<file path="src/rtl/count_arbiter_if.sv">
// Request/grant and counter-status bundle between control agents and count_arbiter.
// The sat status line exists only when COUNT_ARBITER_SAT_EN is defined.
interface count_arbiter_if #(
  parameter int CNT_W = 6,
  parameter int LEN_W = 4
);
  logic             req0;
  logic             dir0;
  logic [LEN_W-1:0] len0;
  logic             req1;
  logic             dir1;
  logic [LEN_W-1:0] len1;
  logic             gnt0;
  logic             gnt1;
  logic             busy;
  logic             trig;
  logic             ctrl;
  logic             done;
  logic [CNT_W-1:0] count;
`ifdef COUNT_ARBITER_SAT_EN
  logic             sat;
`endif

  modport master (
    output req0, dir0, len0, req1, dir1, len1,
`ifdef COUNT_ARBITER_SAT_EN
    input  sat,
`endif
    input  gnt0, gnt1, busy, trig, ctrl, done, count
  );

  modport slave (
    input  req0, dir0, len0, req1, dir1, len1,
`ifdef COUNT_ARBITER_SAT_EN
    output sat,
`endif
    output gnt0, gnt1, busy, trig, ctrl, done, count
  );
endinterface

</file>
<file path="src/rtl/count_arbiter.sv">
// Round-robin owner of a shared up/down step counter; one run of LEN steps per grant.
// Define COUNT_ARBITER_SAT_EN to saturate at the counter limits instead of wrapping.
module count_arbiter #(
  parameter int CNT_W = 6,
  parameter int LEN_W = 4
) (
  input  logic          clk,
  input  logic          reset,
  count_arbiter_if.slave bus
);

  typedef enum logic [1:0] {IDLE, RUN, DONE} state_t;

  state_t           state;
  logic [CNT_W-1:0] count_q;
  logic [LEN_W-1:0] remaining_q;
  logic             gnt0_q;
  logic             gnt1_q;
  logic             busy_q;
  logic             trig_q;
  logic             ctrl_q;
  logic             done_q;
  logic             last_q;

  logic             pick1;
  logic             sel_dir;
  logic [LEN_W-1:0] sel_len;
  logic [CNT_W-1:0] count_next;

  // Requester 1 wins when alone, or on a tie when requester 0 went last.
  assign pick1   = bus.req1 && (!bus.req0 || !last_q);
  assign sel_dir = pick1 ? bus.dir1 : bus.dir0;
  assign sel_len = pick1 ? bus.len1 : bus.len0;

`ifdef COUNT_ARBITER_SAT_EN
  localparam logic [CNT_W-1:0] CNT_MAX = '1;
  logic sat_q;
  logic suppress;

  always_comb begin
    suppress   = (ctrl_q && count_q == CNT_MAX) || (!ctrl_q && count_q == '0);
    count_next = count_q;
    if (!suppress)
      count_next = ctrl_q ? count_q + 1'b1 : count_q - 1'b1;
  end

  assign bus.sat = sat_q;
`else
  assign count_next = ctrl_q ? count_q + 1'b1 : count_q - 1'b1;
`endif

  always_ff @(posedge clk) begin
    if (reset) begin
      state       <= IDLE;
      count_q     <= '0;
      remaining_q <= '0;
      gnt0_q      <= 1'b0;
      gnt1_q      <= 1'b0;
      busy_q      <= 1'b0;
      trig_q      <= 1'b0;
      ctrl_q      <= 1'b0;
      done_q      <= 1'b0;
      last_q      <= 1'b1;
`ifdef COUNT_ARBITER_SAT_EN
      sat_q       <= 1'b0;
`endif
    end else begin
      case (state)
        IDLE: begin
          done_q <= 1'b0;
          trig_q <= 1'b0;
`ifdef COUNT_ARBITER_SAT_EN
          sat_q  <= 1'b0;
`endif
          if (bus.req0 || bus.req1) begin
            gnt0_q      <= !pick1;
            gnt1_q      <= pick1;
            ctrl_q      <= sel_dir;
            remaining_q <= sel_len;
            last_q      <= pick1;
            busy_q      <= 1'b1;
            // A zero-length run skips straight to the completion cycle.
            if (sel_len != '0) begin
              state  <= RUN;
              trig_q <= 1'b1;
            end else begin
              state  <= DONE;
              done_q <= 1'b1;
            end
          end
        end
        RUN: begin
          count_q     <= count_next;
          remaining_q <= remaining_q - 1'b1;
`ifdef COUNT_ARBITER_SAT_EN
          sat_q       <= suppress;
`endif
          if (remaining_q == 1) begin
            state  <= DONE;
            trig_q <= 1'b0;
            done_q <= 1'b1;
          end
        end
        DONE: begin
          state  <= IDLE;
          gnt0_q <= 1'b0;
          gnt1_q <= 1'b0;
          ctrl_q <= 1'b0;
          busy_q <= 1'b0;
          done_q <= 1'b0;
`ifdef COUNT_ARBITER_SAT_EN
          sat_q  <= 1'b0;
`endif
        end
        default: state <= IDLE;
      endcase
    end
  end

  assign bus.gnt0  = gnt0_q;
  assign bus.gnt1  = gnt1_q;
  assign bus.busy  = busy_q;
  assign bus.trig  = trig_q;
  assign bus.ctrl  = ctrl_q;
  assign bus.done  = done_q;
  assign bus.count = count_q;

endmodule

</file>
<file path="src/flat_wrapper.sv">
// flat-port wrapper written by rule: the top's interface ports become plain ports
module count_arbiter_flat 
#(
  parameter int CNT_W = 6,
  parameter int LEN_W = 4
)
  (clk, reset, bus_req0, bus_dir0, bus_len0, bus_req1, bus_dir1, bus_len1, bus_gnt0, bus_gnt1, bus_busy, bus_trig, bus_ctrl, bus_done, bus_count);
  count_arbiter_if #(.CNT_W(CNT_W), .LEN_W(LEN_W)) bus_i ();
  input  logic clk;
  input  logic reset;
  input wire logic [$bits(bus_i.req0)-1:0] bus_req0;
  input wire logic [$bits(bus_i.dir0)-1:0] bus_dir0;
  input wire logic [$bits(bus_i.len0)-1:0] bus_len0;
  input wire logic [$bits(bus_i.req1)-1:0] bus_req1;
  input wire logic [$bits(bus_i.dir1)-1:0] bus_dir1;
  input wire logic [$bits(bus_i.len1)-1:0] bus_len1;
  output wire logic [$bits(bus_i.gnt0)-1:0] bus_gnt0;
  output wire logic [$bits(bus_i.gnt1)-1:0] bus_gnt1;
  output wire logic [$bits(bus_i.busy)-1:0] bus_busy;
  output wire logic [$bits(bus_i.trig)-1:0] bus_trig;
  output wire logic [$bits(bus_i.ctrl)-1:0] bus_ctrl;
  output wire logic [$bits(bus_i.done)-1:0] bus_done;
  output wire logic [$bits(bus_i.count)-1:0] bus_count;
  assign bus_i.req0 = bus_req0;
  assign bus_i.dir0 = bus_dir0;
  assign bus_i.len0 = bus_len0;
  assign bus_i.req1 = bus_req1;
  assign bus_i.dir1 = bus_dir1;
  assign bus_i.len1 = bus_len1;
  assign bus_gnt0 = bus_i.gnt0;
  assign bus_gnt1 = bus_i.gnt1;
  assign bus_busy = bus_i.busy;
  assign bus_trig = bus_i.trig;
  assign bus_ctrl = bus_i.ctrl;
  assign bus_done = bus_i.done;
  assign bus_count = bus_i.count;
  count_arbiter #(.CNT_W(CNT_W), .LEN_W(LEN_W)) u_core (.clk(clk), .reset(reset), .bus(bus_i));
endmodule
</file>
<file path="config.mk">
export PLATFORM = sky130hd
export DESIGN_NAME = count_arbiter_flat
export DESIGN_NICKNAME = d
export VERILOG_FILES = /design/src/rtl/count_arbiter_if.sv /design/src/rtl/count_arbiter.sv /design/src/flat_wrapper.sv
export SDC_FILE = /design/constraint.sdc
export NUM_CORES = 1
export LEC_CHECK = 0
export CORE_UTILIZATION = 45
export DETAILED_ROUTE_END_ITERATION = 10
export PLACE_DENSITY = 0.87
export SLEW_MARGIN = 25
export SYNTH_ARGS = -nofsm -noshare
export SYNTH_HDL_FRONTEND = slang
export SYNTH_SLANG_ARGS = --single-unit
</file>
<file path="constraint.sdc">
create_clock -name clk -period 1.85 [get_ports clk]
set_input_delay 0.37 -clock clk [delete_from_list [all_inputs] [get_ports clk]]
set_output_delay 0.37 -clock clk [all_outputs]
set_load 0.01 [all_outputs]
</file>
==> impl_metrics.env, run 1 <==
export IMPL_ios=26
export IMPL_clock_tree_htree_level_count=1
export IMPL_dpl_cell_area_mm2=0.00161
export IMPL_layout_cell_share_with_drive_strength_beyond_1=0.169
export IMPL_unrepaired_setup_endpoints_after_global_routing="no"
export IMPL_worst_skew_pair_late_latency_ns=0.30
export IMPL_initial_utilization=0.487
export IMPL_synthTopCellsByArea="dfxtp_1 31%, ha_1 10%, o21ai_0 4.8%"
export IMPL_synth_largest_area_cell="dfxtp_1"
export IMPL_placement_rows=18
export IMPL_synth_cell_area_mm2=0.00124
export IMPL_total_non_filler_cell_area_in_the_finished_layout_mm2=0.00165
export IMPL_yosys_warnings=0
export IMPL_place_gp_congestion=0.848
export IMPL_synth_area_per_cell_um2=8.55
export IMPL_ant_diodes=0
export IMPL_drt_first_iter_violations=43
export IMPL_p_seq_frac=0.319
export IMPL_hold_class="reg2reg"
export IMPL_num_nets_final=209
export IMPL_layout_common_cells="25 x clkdlybuf4s50_1, 16 x dfxtp_1, 15 x buf_4"
export IMPL_worst_endpoint_required_ns=2.04
export IMPL_grt_max_degree=16
export IMPL_route_vias_total=1242
export IMPL_share_comb_of_total_power=0.576
export IMPL_timing_final_hold_violations=0
export IMPL_critical_path_class="reg2reg"
export IMPL_first_pass_grt_wire_length_um=4910
export IMPL_crit_path_start_kind="register"
export IMPL_drc=0
export IMPL_cts_path_max_buffers=2
export IMPL_synth_net_count=170
export IMPL_core_mm2=0.00254
export IMPL_setup_ws_ns=0.0726
export IMPL_mostFrequentLayoutCell="clkdlybuf4s50_1"
export IMPL_yosysUniqueCellTypes=47
export IMPL_die_width_um=54.5
export IMPL_period_needed_ns=1.78
export IMPL_crit_fanout=5
export IMPL_min_period_over_period=0.961
export IMPL_p_leak_uw=0.000637
export IMPL_place_hpwl_um=2480
export IMPL_run_status="completed"
export IMPL_globalRouteTotalUtil=0.236
export IMPL_cts_made_buffers=3
export IMPL_numPortBuffers=25
export IMPL_syn_to_final_growth_pct=33.4
export IMPL_ctsRootBufferMaster="clkbuf_4"
export IMPL_slew_headroom=0.787
export IMPL_drt_total_wl_um=3170
export IMPL_clkSlewWorstSetupHoldPaths_ns=0.11
export IMPL_globalRouteOverflowTotal=0
export IMPL_skew_ns=0.00413
export IMPL_p_switching_uw=825
export IMPL_clock_sink_count=19
export IMPL_yosys_area_top_type_share=0.307
export IMPL_max_slew_worst_pin_slew_ns=0.316
export IMPL_die_h_um=54.5
export IMPL_routed_wire_length_per_instance_um=14.9
export IMPL_synth_ff_latch_count=19
export IMPL_drv_cap=0
export IMPL_antenna_found_initial=0
export IMPL_floorplan_die_area_mm2=0.00297
export IMPL_drtAntennaViolNets=0
export IMPL_timing_critical_path_to_type="register"
export IMPL_power_density_mw_per_mm2=1250
export IMPL_post_cts_hold_buffer_count=0
export IMPL_firstDrtPassIters=4
export IMPL_power_switching_share=0.399
export IMPL_tritoncts="built"
export IMPL_final_max_slew_viol_count=0
export IMPL_place_ws_ns=-0.211
export IMPL_worst_endpoint_data_arrival_time_ns=1.97
export IMPL_holdWs_ns=0.481
export IMPL_power_clock_fraction=0.105
export IMPL_via_density_per_instance=5.83
export IMPL_max_clock_freq_ghz=0.563
export IMPL_ir_worst_vdd_mv=0.799
export IMPL_setup_viol=0
export IMPL_internal_power_uw=1240
export IMPL_fin_util=0.650
export IMPL_syn_instance_count=145
export IMPL_number_of_global_route_vias_before_repair=1162
export IMPL_sequential_fraction_of_the_synthesis_area=0.307
[state kept, by name, indices dropped and copies added (netlist names)]
signal	count
u_core.bus.count	6
u_core.bus.ctrl	1
u_core.bus.done	1
u_core.remaining_q	4
u_core.bus.gnt1	1
u_core.last_q	1
u_core.bus.busy	1
u_core.bus.trig	1
u_core.state	2
u_core.bus.gnt0	1
[metrics by stage]
stage               setup TNS (ns)  power [uW]  instances
finish                           0        2070        213
floorplan                        0        1370        145
global route                     0        2230        213
CTS                              0        2020        213
detailed placement           -1.08        1810        209
global placement            -0.538        1740        209
[logic make-up (layout without fill, tap and decap cells)]
kind of cell	count (synthesis)	in the layout	share of synthesized area
fa+ha+maj	11	11	0.117
mux	6	6	0.0515
simple gates	48	48	0.221
compound gates	44	44	0.239
xor+xnor	1	1	0.00706
buf+inv	16	54	0.0575
flops	19	19	0.307
[power by group through the flow]
stage               clock, uW  sequential, uW  combinational, uW
finish                    218             658               1190
detailed placement          0             656               1150
floorplan                   0             676                695
CTS                       219             647               1160
global placement            0             645               1090
global route              248             676               1300
[critical path, stage by stage (launching register included)]
cell	delay [ns]
dfxtp_1	0.43
inv_1	0.09
fa_1	0.43
nor2b_1	0.16
o21a_1	0.16
nor3_1	0.05
o41ai_1	0.34
[Yosys cell counts, drive strengths merged]
| cell type | count |
|---|---|
| dfxtp | 19 |
| o21ai | 12 |
| ha | 10 |
| inv | 10 |
| nor2 | 10 |
| a21oi | 9 |
| nand2 | 6 |
| nand3 | 5 |
| nor2b | 5 |
| clkbuf | 4 |
| a31oi | 3 |
| mux2 | 3 |
| mux2i | 3 |
| nor3 | 3 |
| or3 | 3 |
| a211o | 2 |
| a211oi | 2 |
| a22oi | 2 |
| buf | 2 |
| nor3b | 2 |
| nor4 | 2 |
| nor4b | 2 |
| o21a | 2 |
| o31ai | 2 |
| or2 | 2 |
| or3b | 2 |
| a21boi | 1 |
| a21o | 1 |
| a311oi | 1 |
| a32o | 1 |
| a32oi | 1 |
| and2 | 1 |
| and3 | 1 |
| and4 | 1 |
| fa | 1 |
| nand3b | 1 |
| o2111ai | 1 |
| o211ai | 1 |
| o21bai | 1 |
| o31a | 1 |
| o41ai | 1 |
| or2b | 1 |
| or4 | 1 |
| xnor2 | 1 |
[path summary, 6_finish.rpt]
check	depth (start not counted)	to	from	slack, ns
worst min register to register	2	u_core.bus.busy$_SDFFE_PP0P_	u_core.bus.busy$_SDFFE_PP0P_	0.48
worst min-delay path	2	u_core.bus.busy$_SDFFE_PP0P_	u_core.bus.busy$_SDFFE_PP0P_	0.48
worst max-delay path	6	u_core.bus.count[4]$_SDFFE_PP0P_	u_core.bus.count[0]$_SDFFE_PP0P_	0.07
worst max register to register	6	u_core.bus.count[4]$_SDFFE_PP0P_	u_core.bus.count[0]$_SDFFE_PP0P_	0.07
[final cells by class]
class / count / area (um^2)
timing repair buffer: 40 / 363
multi-input combinational: 110 / 806
fill: 199 / 891
inverter: 10 / 37.5
clock buffer: 4 / 26.3
sequential: 19 / 384
tap: 30 / 37.5
[what timing repair did]
item                                    in CTS  in global routing
buffers inserted                             0                  0
endpoints found under the setup margin       0                  3
gates resized for setup                      0                  7
endpoints found under the hold margin        0                  0
[layer usage]
layer,track usage,up-vias,routed length (um),part of all wire
met4,0.137,0,78,0.025
met1,0.283,579,1370,0.43
li1,-,611,-,-
met3,0.0222,7,164,0.052
met5,0,-,0,0
met2,0.404,45,1560,0.49
Power figures use the tool's default switching activity.
==> run 2, diff against run 1 <==
PLACE_DENSITY = 0.77   (was 0.87)
==> run 2 against run 1 <==
  * Worst setup slack better by 0.0056 ns
  * Via count down 4.2%
  * Power down 0.69%
  * Critical endpoint is now u_core.bus.count[5]$_SDFFE_PP0P_
==> impl_metrics.env, run 2 (same netlist as run 1, synthesis figures left out) <==
export IMPL_run_status="completed"
export IMPL_groute_layer_met2_usage=0.374
export IMPL_floorplan_die_area_mm2=0.00297
export IMPL_worst_skew_pair_late_latency_ns=0.30
export IMPL_fin_util=0.657
export IMPL_setup_reg_to_reg_worst_slack_ns=0.08
export IMPL_num_nets_final=210
export IMPL_power_density_mw_per_mm2=1230
export IMPL_firstDrtPassIters=4
export IMPL_crit_fanout=5
export IMPL_cts_path_max_buffers=2
export IMPL_drtAntennaViolNets=0
export IMPL_clkSlewWorstSetupHoldPaths_ns=0.11
export IMPL_worst_endpoint_data_arrival_time_ns=1.97
export IMPL_post_cts_hold_buffer_count=0
export IMPL_gr_max_usage_layer="met2"
export IMPL_clock_tree_htree_level_count=1
export IMPL_place_gp_congestion=0.763
export IMPL_layout_area_seq_um2=382
export IMPL_clock_sink_count=19
export IMPL_first_pass_grt_wire_length_um=4660
export IMPL_drv_cap=0
export IMPL_mostFrequentLayoutCell="clkdlybuf4s50_1"
export IMPL_slew_headroom=0.721
export IMPL_routed_wire_length_per_instance_um=13.9
export IMPL_holdWs_ns=0.490
export IMPL_p_leak_uw=0.000643
export IMPL_antenna_found_initial=0
export IMPL_max_slew_worst_pin_slew_ns=0.417
export IMPL_globalRouteOverflowTotal=0
export IMPL_worstHoldPathCells=2
export IMPL_footprint_of_the_multi_input_gates_um2=818
export IMPL_setup_total_negative_slack_ns=0
export IMPL_skew_ns=0.00528
export IMPL_route_vias_total=1190
export IMPL_ant_diodes=0
export IMPL_min_period_over_period=0.958
export IMPL_layout_cell_share_with_drive_strength_beyond_1=0.179
export IMPL_numPortBuffers=25
export IMPL_globalRouteTotalUtil=0.221
export IMPL_layout_common_cells="25 x clkdlybuf4s50_1, 18 x dfxtp_1, 16 x buf_4"
export IMPL_max_clock_freq_ghz=0.564
export IMPL_number_of_global_route_vias_before_repair=1094
export IMPL_ir_worst_vdd_mv=0.773
export IMPL_global_route_usage_met1=0.278
export IMPL_drt_total_wl_um=2960
export IMPL_die_h_um=54.5
export IMPL_groute_layer_met3_usage=0.0250
export IMPL_die_width_um=54.5
export IMPL_timing_final_hold_violations=0
export IMPL_cts_made_buffers=3
export IMPL_critical_path_class="reg2reg"
export IMPL_setup_viol=0
export IMPL_largest_register_ffs=6
export IMPL_tritoncts="built"
export IMPL_ios=26
export IMPL_initial_utilization=0.487
export IMPL_drt_first_iter_violations=17
export IMPL_drc=0
export IMPL_reg2regPathDepth=6
export IMPL_timing_critical_path_to_type="register"
export IMPL_crit_path_start_kind="register"
export IMPL_core_mm2=0.00254
export IMPL_syn_to_final_growth_pct=34.9
export IMPL_num_fill_cells=219
export IMPL_hold_class="reg2reg"
export IMPL_stdcell_count=214
export IMPL_post_place_cells=210
export IMPL_total_non_filler_cell_area_in_the_finished_layout_mm2=0.00167
export IMPL_unrepaired_setup_endpoints_after_global_routing="no"
export IMPL_ctsRootBufferMaster="clkbuf_4"
export IMPL_placement_rows=18
export IMPL_grt_max_degree=13
export IMPL_final_max_slew_viol_count=0
export IMPL_worst_endpoint_required_ns=2.05
export IMPL_via_density_per_instance=5.56
export IMPL_dpl_cell_area_mm2=0.00162
export IMPL_period_needed_ns=1.77
export IMPL_place_hpwl_um=2310
[run 2: cell types whose count changed in the layout (fill, tap and decap cells not counted), sizes merged]
cell	delta
clkinv	+1
clkbuf	-1
buf	+1
[run 2: metal layers]
metal,share of wire,wire (um),vias to the layer above
li1,-,-,608
met1,0.46,1370,553
met2,0.49,1440,25
met3,0.041,123,4
met4,0.010,31,0
met5,0,0,-
[run 2: where the power goes]
group / switching [uW] / total [uW] / leakage, uW / internal, uW
Clock: 135 / 215 / 0.0000177 / 80.6
Combinational: 566 / 1180 / 0.000468 / 619
Sequential: 117 / 651 / 0.000157 / 535
[run 2: worst max-delay path, cell delays in order (launching register included)]
cell and delay [ns]:
dfxtp_2 0.35, inv_2 0.07, ha_1 0.29, o21ai_0 0.11, or2_2 0.31, o211ai_1 0.18, mux2_2 0.36
[run 2: final cells by class]
type                       count  share of cell area
tap                           30              0.0224
inverter                      10              0.0224
clock buffer                   3              0.0135
timing repair buffer          41               0.221
sequential                    19               0.228
clock inverter                 1             0.00299
multi-input combinational    110               0.489
[run 2: worst paths after layout]
path                                 from                          endpoint
min          u_core.bus.busy$_SDFFE_PP0P_      u_core.bus.busy$_SDFFE_PP0P_
min reg2reg  u_core.bus.busy$_SDFFE_PP0P_      u_core.bus.busy$_SDFFE_PP0P_
max          u_core.bus.ctrl$_SDFFE_PP0P_  u_core.bus.count[5]$_SDFFE_PP0P_
max reg2reg  u_core.bus.ctrl$_SDFFE_PP0P_  u_core.bus.count[5]$_SDFFE_PP0P_
[run 2: metrics by stage]
step                      power, uW  setup slack (ns)
after detailed placement       1790            -0.154
after floorplan                1370            0.0284
final                          2050            0.0782
after global placement         1750           -0.0739
after global routing           2220           0.00740
after CTS                      2020            0.0208
[run 2: timing repair]
action,in CTS,in global routing
resized for setup,0,7
buffers inserted,0,0
endpoints found under the setup margin,0,3
